File: src/rtl/rr_sel4.sv
// Round-robin select generator for a 4:1 mux.
// Bounded-beat grants rotate fairly across the four request lines.
module rr_sel4 #(
    parameter int HOLD_MAX = 4,
    parameter int CNT_W    = 3
) (
    input  logic       clk,
    input  logic       rst_n,
    input  logic [3:0] req,
    input  logic       out_ready,
    output logic [1:0] S,
    output logic [3:0] gnt,
    output logic       sel_valid
);

    typedef enum logic {
        IDLE,
        GRANT
    } state_t;

    localparam logic [CNT_W-1:0] CNT_LAST = CNT_W'(HOLD_MAX - 1);

    state_t           state_q;
    logic [1:0]       ptr_q;
    logic [1:0]       s_q;
    logic [CNT_W-1:0] cnt_q;
    logic [CNT_W-1:0] cnt_d;
    logic [3:0]       gnt_q;
    logic             valid_q;

    logic [1:0] win_d;
    logic [1:0] idx;
    logic       any_req;
    logic       release_c;

    // Scan from ptr downward so the nearest requester is assigned last.
    always_comb begin
        win_d   = ptr_q;
        idx     = ptr_q;
        any_req = 1'b0;
        for (int k = 3; k >= 0; k--) begin
            idx = ptr_q + 2'(k);
            if (req[idx]) begin
                win_d   = idx;
                any_req = 1'b1;
            end
        end
    end

    always_comb begin
        cnt_d     = cnt_q + 1'b1;
        release_c = !req[s_q] || (out_ready && (cnt_q == CNT_LAST));
    end

    always_ff @(posedge clk or negedge rst_n) begin
        if (!rst_n) begin
            state_q <= IDLE;
            ptr_q   <= 2'd0;
            s_q     <= 2'd0;
            cnt_q   <= '0;
            gnt_q   <= 4'd0;
            valid_q <= 1'b0;
        end else begin
            unique case (state_q)
                IDLE: begin
                    if (any_req) begin
                        state_q <= GRANT;
                        s_q     <= win_d;
                        gnt_q   <= 4'b0001 << win_d;
                        valid_q <= 1'b1;
                        cnt_q   <= '0;
                    end
                end
                GRANT: begin
                    if (release_c) begin
                        state_q <= IDLE;
                        valid_q <= 1'b0;
                        gnt_q   <= 4'd0;
                        ptr_q   <= s_q + 2'd1;
                        cnt_q   <= '0;
                    end else if (out_ready) begin
                        cnt_q <= cnt_d;
                    end
                end
                default: begin
                    state_q <= IDLE;
                end
            endcase
        end
    end

    assign S         = s_q;
    assign gnt       = gnt_q;
    assign sel_valid = valid_q;

endmodule

File: config.mk
export PLATFORM = sky130hd
export DESIGN_NAME = rr_sel4
export DESIGN_NICKNAME = d
export VERILOG_FILES = /design/src/rtl/rr_sel4.sv
export SDC_FILE = /design/constraint.sdc
export NUM_CORES = 1
export LEC_CHECK = 0
export ABC_AREA = 0
export CAP_MARGIN = 0
export CORE_MARGIN = 4
export CORE_UTILIZATION = 35
export CTS_BUF_LIST = sky130_fd_sc_hd__clkbuf_16
export CTS_CLUSTER_DIAMETER = 80
export DETAILED_ROUTE_END_ITERATION = 16
export HOLD_SLACK_MARGIN = 0.1
export PLACE_DENSITY = 0.56
export SLEW_MARGIN = 20
export SYNTH_ARGS = -nofsm -noshare
export SYNTH_HDL_FRONTEND = slang
export SYNTH_SLANG_ARGS = --single-unit
File: constraint.sdc
create_clock -name clk -period 1.88 [get_ports clk]
set_input_delay 0.47 -clock clk [delete_from_list [all_inputs] [get_ports clk]]
set_output_delay 0.47 -clock clk [all_outputs]
set_load 0.01 [all_outputs]
After elaboration in Yosys (flattened, before gate mapping)
Index checks and enable logic that the tools add are counted.

Add/subtract/negate cells: 5. $lt $le $gt $ge: 5. Equality and inequality tests: 4. Shifts and indexed selects: 1. Muxes and demuxes: 31. Bitwise operators: 1. Reductions and logical operators: 7.

Operators with widths (number): $lt 2x3->1 const B (5); $mux 1 (13); $bmux 1 s2 (5); $mux 3 (3); $mux 2 (4); $mux 4 (2); $pmux 4 s2 (1); $reduce_and 2->1 (4); $pmux 3 s2 (1); $add 2x1->2 const B (2); $add 2x2->2 const B (2); $pmux 1 s2 (2); $shl 1x2->4 const A (1); $add 3x1->3 const B (1); $eq 3x2->1 const B (1); $ne 3x2->1 const B (1); $ne 2x1->1 const B (1); $ne 2x2->1 const B (1); $logic_and 1x1->1 (1); $logic_not 1->1 (1); $logic_or 1x1->1 (1); $not 1->1 (1).

Register bits: 13. Input bits: 7. Logic and storage cells: 60.

Depth between registers and ports, before layout
Gate-level depths: netlist of the first run.

Word-level depth: 10. Mapped depth: 6. Depth with buffers taken out: 6.

Worst setup path before layout of the first run
OpenSTA, ideal clock, no wires.

Path type: input -> register. Start: input req[1]. End: register gnt_q[2] (netlist: gnt[2]). Library setup time: 121 ps. Arrival: 1473 ps. Required time: 1759 ps. Setup slack: 286 ps. Stages on the path: 5. Buffers on the path: 1. Path through: buf_6 -> mux4_2 -> nand3_2 -> nand2_2 -> a22o_1.

Longest elaborated chain between the ends: 9. Elaborated cells between the ends (all ways): 26.

RTL lines: start, declared (line 9) `input logic [3:0] req,`; $bmux 1 s2 (line 43) `if (req[idx]) begin`; $mux 1 (not written as such) (line 43); $mux 2 (4 in a row) (line 43); $shl 1x2->4 (line 69) `gnt_q <= 4'b0001 << win_d;`; $mux 4 (line 66) `if (any_req) begin`; $pmux 4 s2 (line 64) `unique case (state_q)`; end signal, assigned (line 69); end, declared (line 28) `logic [3:0] gnt_q;`.

Several ways; a longest one is shown, not always the timed one. The select of a mux whose other input is x is not followed. A chain may end at the register's enable or synchronous reset.

Worst setup path after layout of the first run
Start: input req[3]. End: register gnt_q[2] (netlist: gnt[2]).

The elaborated chain is that of the path after synthesis.

==> results.json, run 1 <==
{
  "placed_cells": 112,
  "wl_per_cell_um": 13.1,
  "syn-num-nets": 78,
  "dp_hpwl_um": 1140,
  "synthDistinctLibCells": 32,
  "port_buffers": 13,
  "worstPathMaxFanout": 4,
  "h-tree-depth": 1,
  "ant_nets": 0,
  "cts_tree": "yes",
  "grt_first_pass_wirelength_um": 2770,
  "vias": 579,
  "cp.arrival_ns": 1.87,
  "root_buffer": "clkbuf_16",
  "syn_avg_cell_area_um2": 10.3,
  "yosysSeqAreaShare_pct": 45.9,
  "yosys.area.top_type_share_pct": 45.9,
  "synth_edf_count": 0,
  "final.setup_skew_ns": 0.000660,
  "drv_slew": 0,
  "max_slew_margin_pct": 61.2,
  "drtIter0Drc": 15,
  "yosys_warnings": 0,
  "synthArstFlopShare_pct": 100,
  "start_kind": "input port",
  "endpoint": "gnt[2]",
  "finalSetupViolCount": 0,
  "netlist_instances": 69,
  "overflow": 0,
  "r2r_end": "gnt[2]",
  "rows": 16,
  "grt_max_degree": 14,
  "cp-end-kind": "flop",
  "track_usage_pct": 14.0,
  "final_nets": 99,
  "grt_pass1_vias": 599,
  "cap_violations": 0,
  "pre_cts_ws_ns": -0.232,
  "cts_buffers": 3,
  "gp_congestion": 0.777,
  "synth_area_um2": 709,
  "areaGrowthSynthToFinish_pct": 39.0,
  "die_w_um": 53.0,
  "synth_area_leaders": "dfrtp_1, nand2_1, nor2b_1, ha_1, mux4_2",
  "clk_path_buf_depth": 2,
  "finalHoldViolations": 0,
  "worst_slew_pin_slew_ns": 0.580,
  "r2r_slack_ns": 0.32,
  "cts_sinks": 13,
  "start_util_pct": 36.5,
  "fin_cells": 116,
  "cp.required_ns": 2.00,
  "synth_top_area_cell": "dfrtp_1",
  "r2r_cells": 4,
  "insertion_delay_ns": 0.24,
  "ir_drop_uv": 901,
  "num_antenna_cells": 0,
  "path_clk_slew_ns": 0.04,
  "synth_ff_type": "dfrtp_1",
  "viasPerCell": 4.99,
  "fmax_mhz": 572,
  "cp-startpoint": "req[3]",
  "hold_path_class": "reg -> reg",
  "die-area_mm2": 0.00281,
  "antenna_found_initial": 0,
  "fp.dieH_um": 53.0,
  "drc": 0,
  "ys_top_cells_by_count": "dfrtp_1, nand2_1, inv_1, nor2b_1, o21ai_0",
  "power_mw": 1.52,
  "powerDensity_mw_per_mm2": 1540,
  "fin_crit_sh_pct": 93.0,
  "outcome": "finished clean",
  "finalSetupTns_ns": 0,
  "drt_wl_total_um": 1520,
  "yosys.cell_count.top_type": "dfrtp_1",
  "reg2reg_from": "S[1]",
  "synth-seq-cells": 13,
  "leakagePower_nw": 0.454,
  "core_area_mm2": 0.00194,
  "setup_slack_ns": 0.132,
  "period_needed_ns": 1.75,
  "drive_gt1_share_pct": 18.0,
  "critPathKind": "in -> reg",
  "rsz0062_at_grt": "no",
  "dr.pass1.iters": 4,
  "io_pins": 14
}
## per-layer routing
metal / track usage, % / vias to the layer above / share of wire (%)
li1: - / 287 / -
met1: 19.0 / 278 / 50
met2: 19.4 / 12 / 43
met3: 4.23 / 2 / 5.9
met4: 7.66 / 0 / 1.3
met5: 0 / - / 0
## layout make-up
type	instances	area, µm²
Fill cell	180	956
Multi-Input combinational cell	49	354
Sequential cell	13	325
Timing Repair Buffer	18	175
Clock buffer	3	75.1
Tap cell	27	33.8
Inverter	5	18.8
Clock inverter	1	3.75
## report_power, final
part / switching (mW) / total (mW) / internal [mW]
clock network: 0.107 / 0.386 / 0.279
registers: 0.112 / 0.509 / 0.397
logic: 0.295 / 0.622 / 0.326
## layout by cell type (no fill, tap or decap)
cell / count
nand3_2: 1
or2_0: 1
o21ai_1: 3
o22ai_1: 1
a22o_2: 1
nor2b_1: 5
ha_1: 2
a21oi_2: 1
o211ai_1: 1
a2bb2oi_1: 1
nor3b_1: 1
a21oi_1: 1
clkbuf_16: 3
nor3_2: 1
inv_1: 6
mux4_2: 1
nor2_1: 2
dfrtp_1: 13
a22o_1: 2
dlymetal6s2s_1: 3
o21ai_0: 4
xor2_1: 1
nor4_2: 1
a21o_1: 1
o211a_1: 1
buf_4: 5
o2bb2ai_1: 2
nand2_2: 1
clkdlybuf4s50_1: 10
nand2_1: 9
a2111oi_2: 1
o21a_1: 1
nand4b_1: 1
o21bai_1: 1
## per-stage QoR
stage	hold WS, ns	cell area, µm²	utilization [%]
after floorplan	0.174	709	-
after global placement	0.472	895	46.1
after global routing	0.528	986	50.8
after CTS	0.485	973	50.1
after detailed placement	0.476	895	46.1
final	0.481	986	50.8
## worst max-delay path: stages
cell	delay, ns
clkdlybuf4s50_1	0.42
mux4_2	0.54
nand3_2	0.12
nand2_2	0.08
a22o_1	0.23
## sequential cells by signal (all words and copies together) (netlist names)
signal,flops
gnt,4
state_q,1
S,2
cnt_q,3
sel_valid,1
ptr_q,2
## cells by family (layout without fill, tap and decap cells)
| kind of cell | after synthesis | after routing | synth area share (%) |
|---|---|---|---|
| AND/OR/NAND/NOR | 23 | 23 | 18.9 |
| AO/OA/AOI/OAI | 22 | 22 | 22.4 |
| flip-flops | 13 | 13 | 45.9 |
| buffers and inverters | 7 | 27 | 4.94 |
| adder cells (fa/ha/maj) | 2 | 2 | 3.53 |
| XOR/XNOR | 1 | 1 | 1.23 |
| multiplexers | 1 | 1 | 3.17 |
## worst min-delay path by stage
stage / cells past startpoint / from / slack, ns / to
after detailed placement: 2 / cnt_q[2] / 0.48 / cnt_q[2]
final: 1 / cnt_q[0] / 0.48 / cnt_q[0]
after global routing: 1 / cnt_q[0] / 0.53 / cnt_q[0]
after global placement: 2 / cnt_q[2] / 0.47 / cnt_q[2]
after floorplan: 0 / rst_n / 0.17 / S[0]
after CTS: 2 / cnt_q[2] / 0.49 / cnt_q[2]
## timing repair
action / 4_1_cts / 5_1_grt
setup endpoints to repair: 0 / 8
buffers inserted: 0 / 0
gates resized for setup: 0 / 4
hold buffers: 0 / 0
No activity file was read; power rests on OpenSTA's default activity.
==> run 2: changes to the inputs <==
CORE_UTILIZATION = 48   (was 35)
PLACE_DENSITY = 0.73   (was 0.56)
==> results.json, run 2 (synthesized netlist as in run 1, its figures left out) <==
{
  "outcome": "finished clean",
  "fp.dieH_um": 46.4,
  "holdWs_ns": 0.493,
  "critPathKind": "in -> reg",
  "drc": 0,
  "mostFrequentLayoutCells": "dfrtp_1, clkdlybuf4s50_1, nand2_1",
  "layout_commonest_cell": "dfrtp_1",
  "clk_path_buf_depth": 2,
  "die-area_mm2": 0.00216,
  "leakagePower_nw": 0.464,
  "ctsHoldBuffers": 0,
  "fin_crit_sh_pct": 96.8,
  "ir_drop_uv": 1080,
  "p_comb_share_pct": 41.5,
  "num_antenna_cells": 0,
  "antenna_found_initial": 0,
  "ant_nets": 0,
  "worstPathMaxFanout": 4,
  "p_sw_share_pct": 34.6,
  "viasPerCell": 5.90,
  "grt_first_pass_wirelength_um": 2770,
  "powerDensity_mw_per_mm2": 1560,
  "drt_wl_total_um": 1570,
  "max_slew_margin_pct": 63.5,
  "start_kind": "input port",
  "power_switching_mw": 0.535,
  "grt_pass1_vias": 640,
  "start_util_pct": 52.5,
  "cts_sinks": 13,
  "final_nets": 101,
  "cap_violations": 0,
  "placed_cell_area_um2": 895,
  "die_w_um": 46.4,
  "seq_power_share_pct": 33.2,
  "gp_congestion": 0.770,
  "dp_hpwl_um": 1220,
  "hold_path_class": "reg -> reg",
  "drv_slew": 0,
  "fmax_mhz": 549,
  "cp.arrival_ns": 1.94,
  "internal-power_mw": 1.01,
  "track_usage_pct": 18.7,
  "rows": 13,
  "insertion_delay_ns": 0.24,
  "core_area_mm2": 0.00135,
  "rsz0062_at_grt": "no",
  "finalSetupViolCount": 0,
  "overflow": 0,
  "root_buffer": "clkbuf_16",
  "fin_cells": 106,
  "cts_tree": "yes",
  "port_buffers": 13,
  "cp.required_ns": 2.00,
  "period_needed_ns": 1.82,
  "drive_gt1_share_pct": 18.7,
  "pwr-share-clk_pct": 25.2,
  "dr.pass1.iters": 4,
  "postLayoutCellArea_um2": 988,
  "placed_cells": 102,
  "areaGrowthSynthToFinish_pct": 39.3,
  "cp-end-kind": "flop",
  "h-tree-depth": 1,
  "grt_max_degree": 14,
  "io_pins": 14,
  "wl_per_cell_um": 14.8,
  "path_clk_slew_ns": 0.04,
  "finalHoldViolations": 0,
  "worst_slew_pin_slew_ns": 0.545,
  "drtIter0Drc": 17,
  "cts_buffers": 3,
  "final.setup_skew_ns": 0.00195,
  "largest_reg_flops": 4,
  "vias": 625
}
run 2: cell count changes in the layout (fill, tap and decap cells not counted), sizes merged:
cell	previous run	this run
buf	5	7
run 2: timing repair:
action,4_1_cts,5_1_grt
setup endpoints to repair,0,5
buffers inserted,0,0
gates resized for setup,0,4
run 2: final timing paths:
path,from,to,slack (ns),depth (start not counted)
max in group asynchronous,rst_n,state_q,0.93,1
min,cnt_q[0],cnt_q[0],0.49,1
min reg2reg,cnt_q[0],cnt_q[0],0.49,1
max,req[3],gnt[2],0.06,5
max reg2reg,S[1],gnt[2],0.27,4
min in group asynchronous,rst_n,sel_valid,0.59,1
run 2: final cells by class:
| class | count | area, µm² |
|---|---|---|
| Timing Repair Buffer | 20 | 190 |
| Fill cell | 97 | 362 |
| Multi-Input combinational cell | 49 | 357 |
| Tap cell | 15 | 18.8 |
| Clock buffer | 3 | 75.1 |
| Sequential cell | 13 | 325 |
| Inverter | 5 | 18.8 |
| Clock inverter | 1 | 3.75 |
run 2: stage by stage:
stage | setup slack, ns | utilization [%] | setup TNS, ns | power, mW
2_1_floorplan | 0.286 | - | 0 | 0.861
3_3_place_gp | -0.251 | 66.3 | -2.11 | 1.12
3_5_place_dp | -0.205 | 66.3 | -2.01 | 1.14
4_1_cts | 0.0241 | 72.1 | 0 | 1.54
5_1_grt | 0.00661 | 73.2 | 0 | 1.66
6_report | 0.0594 | 73.2 | 0 | 1.55
run 2: worst max-delay path: stages:
cell,delay [ns]
clkdlybuf4s50_1,0.46
mux4_2,0.57
nand3_2,0.12
nand2_2,0.08
a22o_1,0.24
run 2: layer usage:
layer	share of wire, %	up-vias	track usage [%]
li1	-	291	-
met1	42	307	21.9
met2	49	21	29.9
met3	6.5	6	6.25
met4	2.4	0	9.66
met5	0	-	0
run 2: power groups by stage:
stage,registers [mW],clock network (mW),logic (mW)
6_report,0.513,0.390,0.642
5_1_grt,0.533,0.410,0.713
2_1_floorplan,0.521,0,0.340
3_5_place_dp,0.515,0,0.624
3_3_place_gp,0.509,0,0.610
4_1_cts,0.513,0.397,0.632
==> run 3: changes to the inputs <==
CORE_UTILIZATION = 40   (was 48)
MAX_ROUTING_LAYER = met4   (was not set)
PLACE_DENSITY = 0.62   (was 0.73)
SLEW_MARGIN = 25   (was 20)
==> results.json, run 3 (synthesized netlist as in run 1, its figures left out) <==
{
  "worst_slew_pin_slew_ns": 0.577,
  "fin_crit_sh_pct": 94.7,
  "cts_buffers": 3,
  "overflow": 0,
  "finalHoldViolations": 0,
  "drv_slew": 0,
  "io_pins": 14,
  "rsz0062_at_grt": "no",
  "antenna_found_initial": 0,
  "cp-end-kind": "flop",
  "reg2reg_from": "S[1]",
  "slowest_delay_ns": 0.56,
  "wl_met3_um": 54,
  "num_antenna_cells": 0,
  "max_slew_margin_pct": 61.4,
  "cts_sinks": 13,
  "path_clk_slew_ns": 0.04,
  "layout_commonest_cell": "dfrtp_1",
  "worstHoldStart": "cnt_q[2]",
  "rows": 14,
  "gp_congestion": 0.755,
  "top_layer": "met4",
  "crit_slowest_cell": "mux4_2",
  "drt_wl_total_um": 1520,
  "areaGrowthSynthToFinish_pct": 40.0,
  "mostFrequentLayoutCells": "dfrtp_1, clkdlybuf4s50_1, nand2_1",
  "grt_max_degree": 14,
  "grt_pass1_vias": 565,
  "worstPathMaxFanout": 4,
  "cts_tree": "yes",
  "path_cells": "clkdlybuf4s50_1 -> mux4_2 -> nand3_2 -> nand2_2 -> a22o_1",
  "root_buffer": "clkbuf_16",
  "grt_first_pass_wirelength_um": 2620,
  "fp.dieH_um": 50.1,
  "die_w_um": 50.1,
  "largest_reg_flops": 4,
  "final_nets": 100,
  "viasPerCell": 5.24,
  "postLayoutCellArea_um2": 993,
  "final.setup_skew_ns": 0.00201,
  "ant_nets": 0,
  "cap_violations": 0,
  "core_area_mm2": 0.00159,
  "min_to": "cnt_q[2]",
  "die-area_mm2": 0.00251,
  "drtIter0Drc": 14,
  "leakagePower_nw": 0.452,
  "insertion_delay_ns": 0.24,
  "period_needed_ns": 1.78,
  "outcome": "finished clean",
  "r2r_end": "gnt[2]",
  "r2r_slack_ns": 0.29,
  "drt-met1-wl_um": 775,
  "finalSetupViolCount": 0,
  "wl_per_cell_um": 13.3,
  "vias": 597,
  "r2r_cells": 4,
  "powerDensity_mw_per_mm2": 1550,
  "drive_gt1_share_pct": 18.9,
  "port_buffers": 13,
  "hold_depth": 2,
  "start_util_pct": 44.5,
  "h-tree-depth": 1,
  "start_kind": "input port",
  "fillCellCount": 142,
  "finalSetupTns_ns": 0,
  "dr.pass1.iters": 4,
  "placed_cell_area_um2": 898,
  "fmax_mhz": 562,
  "ctsHoldBuffers": 0,
  "track_usage_pct": 14.1,
  "cp.required_ns": 2.00,
  "drc": 0,
  "dr_wl_met2_um": 672,
  "ir_drop_uv": 1070,
  "cp.arrival_ns": 1.90,
  "hold_path_class": "reg -> reg",
  "critPathKind": "in -> reg",
  "dp_hpwl_um": 1100,
  "clk_path_buf_depth": 2
}
## run 3: cell types whose count changed in the layout (fill, tap and decap cells not counted), sizes merged
cell | previous run | this run
dlymetal6s2s | 3 | 2
buf | 7 | 6
dlygate4sd2 | 0 | 1
## run 3: timing repair
item / CTS / global route
gates cloned: 0 / 0
setup buffers: 0 / 0
endpoints found under the setup margin: 5 / 6
resized for setup: 1 / 4
## run 3: metal layers
metal / track usage (%) / vias up
li1: - / 290
met1: 19.5 / 289
met2: 19.8 / 16
met3: 2.41 / 2
met4: 6.91 / 0
met5: - / -
## run 3: area by class of cell
| class | instances | area, µm² | share of cell area (%) |
|---|---|---|---|
| multi-input cells | 49 | 362 | 36.4 |
| inverters | 5 | 18.8 | 1.89 |
| flip-flops and latches | 13 | 325 | 32.7 |
| clock buffers | 3 | 75.1 | 7.56 |
| well taps | 24 | 30.0 | 3.02 |
| repair buffers | 19 | 179 | 18.0 |
| clock inverters | 1 | 3.75 | 0.378 |
## run 3: worst max-delay path, delay by kind of cell
| family | cells | cell delay, ns |
|---|---|---|
| mux | 1 | 0.56 |
| simple gates | 2 | 0.20 |
| buf+inv | 1 | 0.43 |
| compound gates | 1 | 0.24 |
## run 3: worst max-delay path by stage
stage / end / depth (start not counted) / start / slack, ns
final: gnt[2] / 5 / req[3] / 0.1
after detailed placement: gnt[2] / 6 / req[1] / -0.27
after floorplan: gnt[2] / 5 / req[1] / 0.29
after global placement: gnt[2] / 6 / req[1] / -0.28
after CTS: gnt[2] / 6 / req[2] / 0.02
after global routing: gnt[1] / 6 / req[3] / 0.06
## run 3: report_power, final
part           leakage (nW)  total (mW)  switching [mW]  internal, mW
registers             0.164       0.506           0.109         0.397
clock network        0.0423       0.385           0.106         0.279
logic                 0.246       0.647           0.314         0.334
total                 0.452        1.54           0.528          1.01
## run 3: per-stage QoR
step,std cells,hold slack (ns),total power [mW],utilization [%],setup slack (ns)
final,114,0.483,1.54,62.3,0.0999
after global routing,114,0.512,1.65,62.3,0.0584
after CTS,114,0.486,1.53,61.2,0.0162
after detailed placement,110,0.476,1.13,56.4,-0.268
after global placement,110,0.469,1.12,56.4,-0.282
after floorplan,69,0.174,0.861,-,0.286
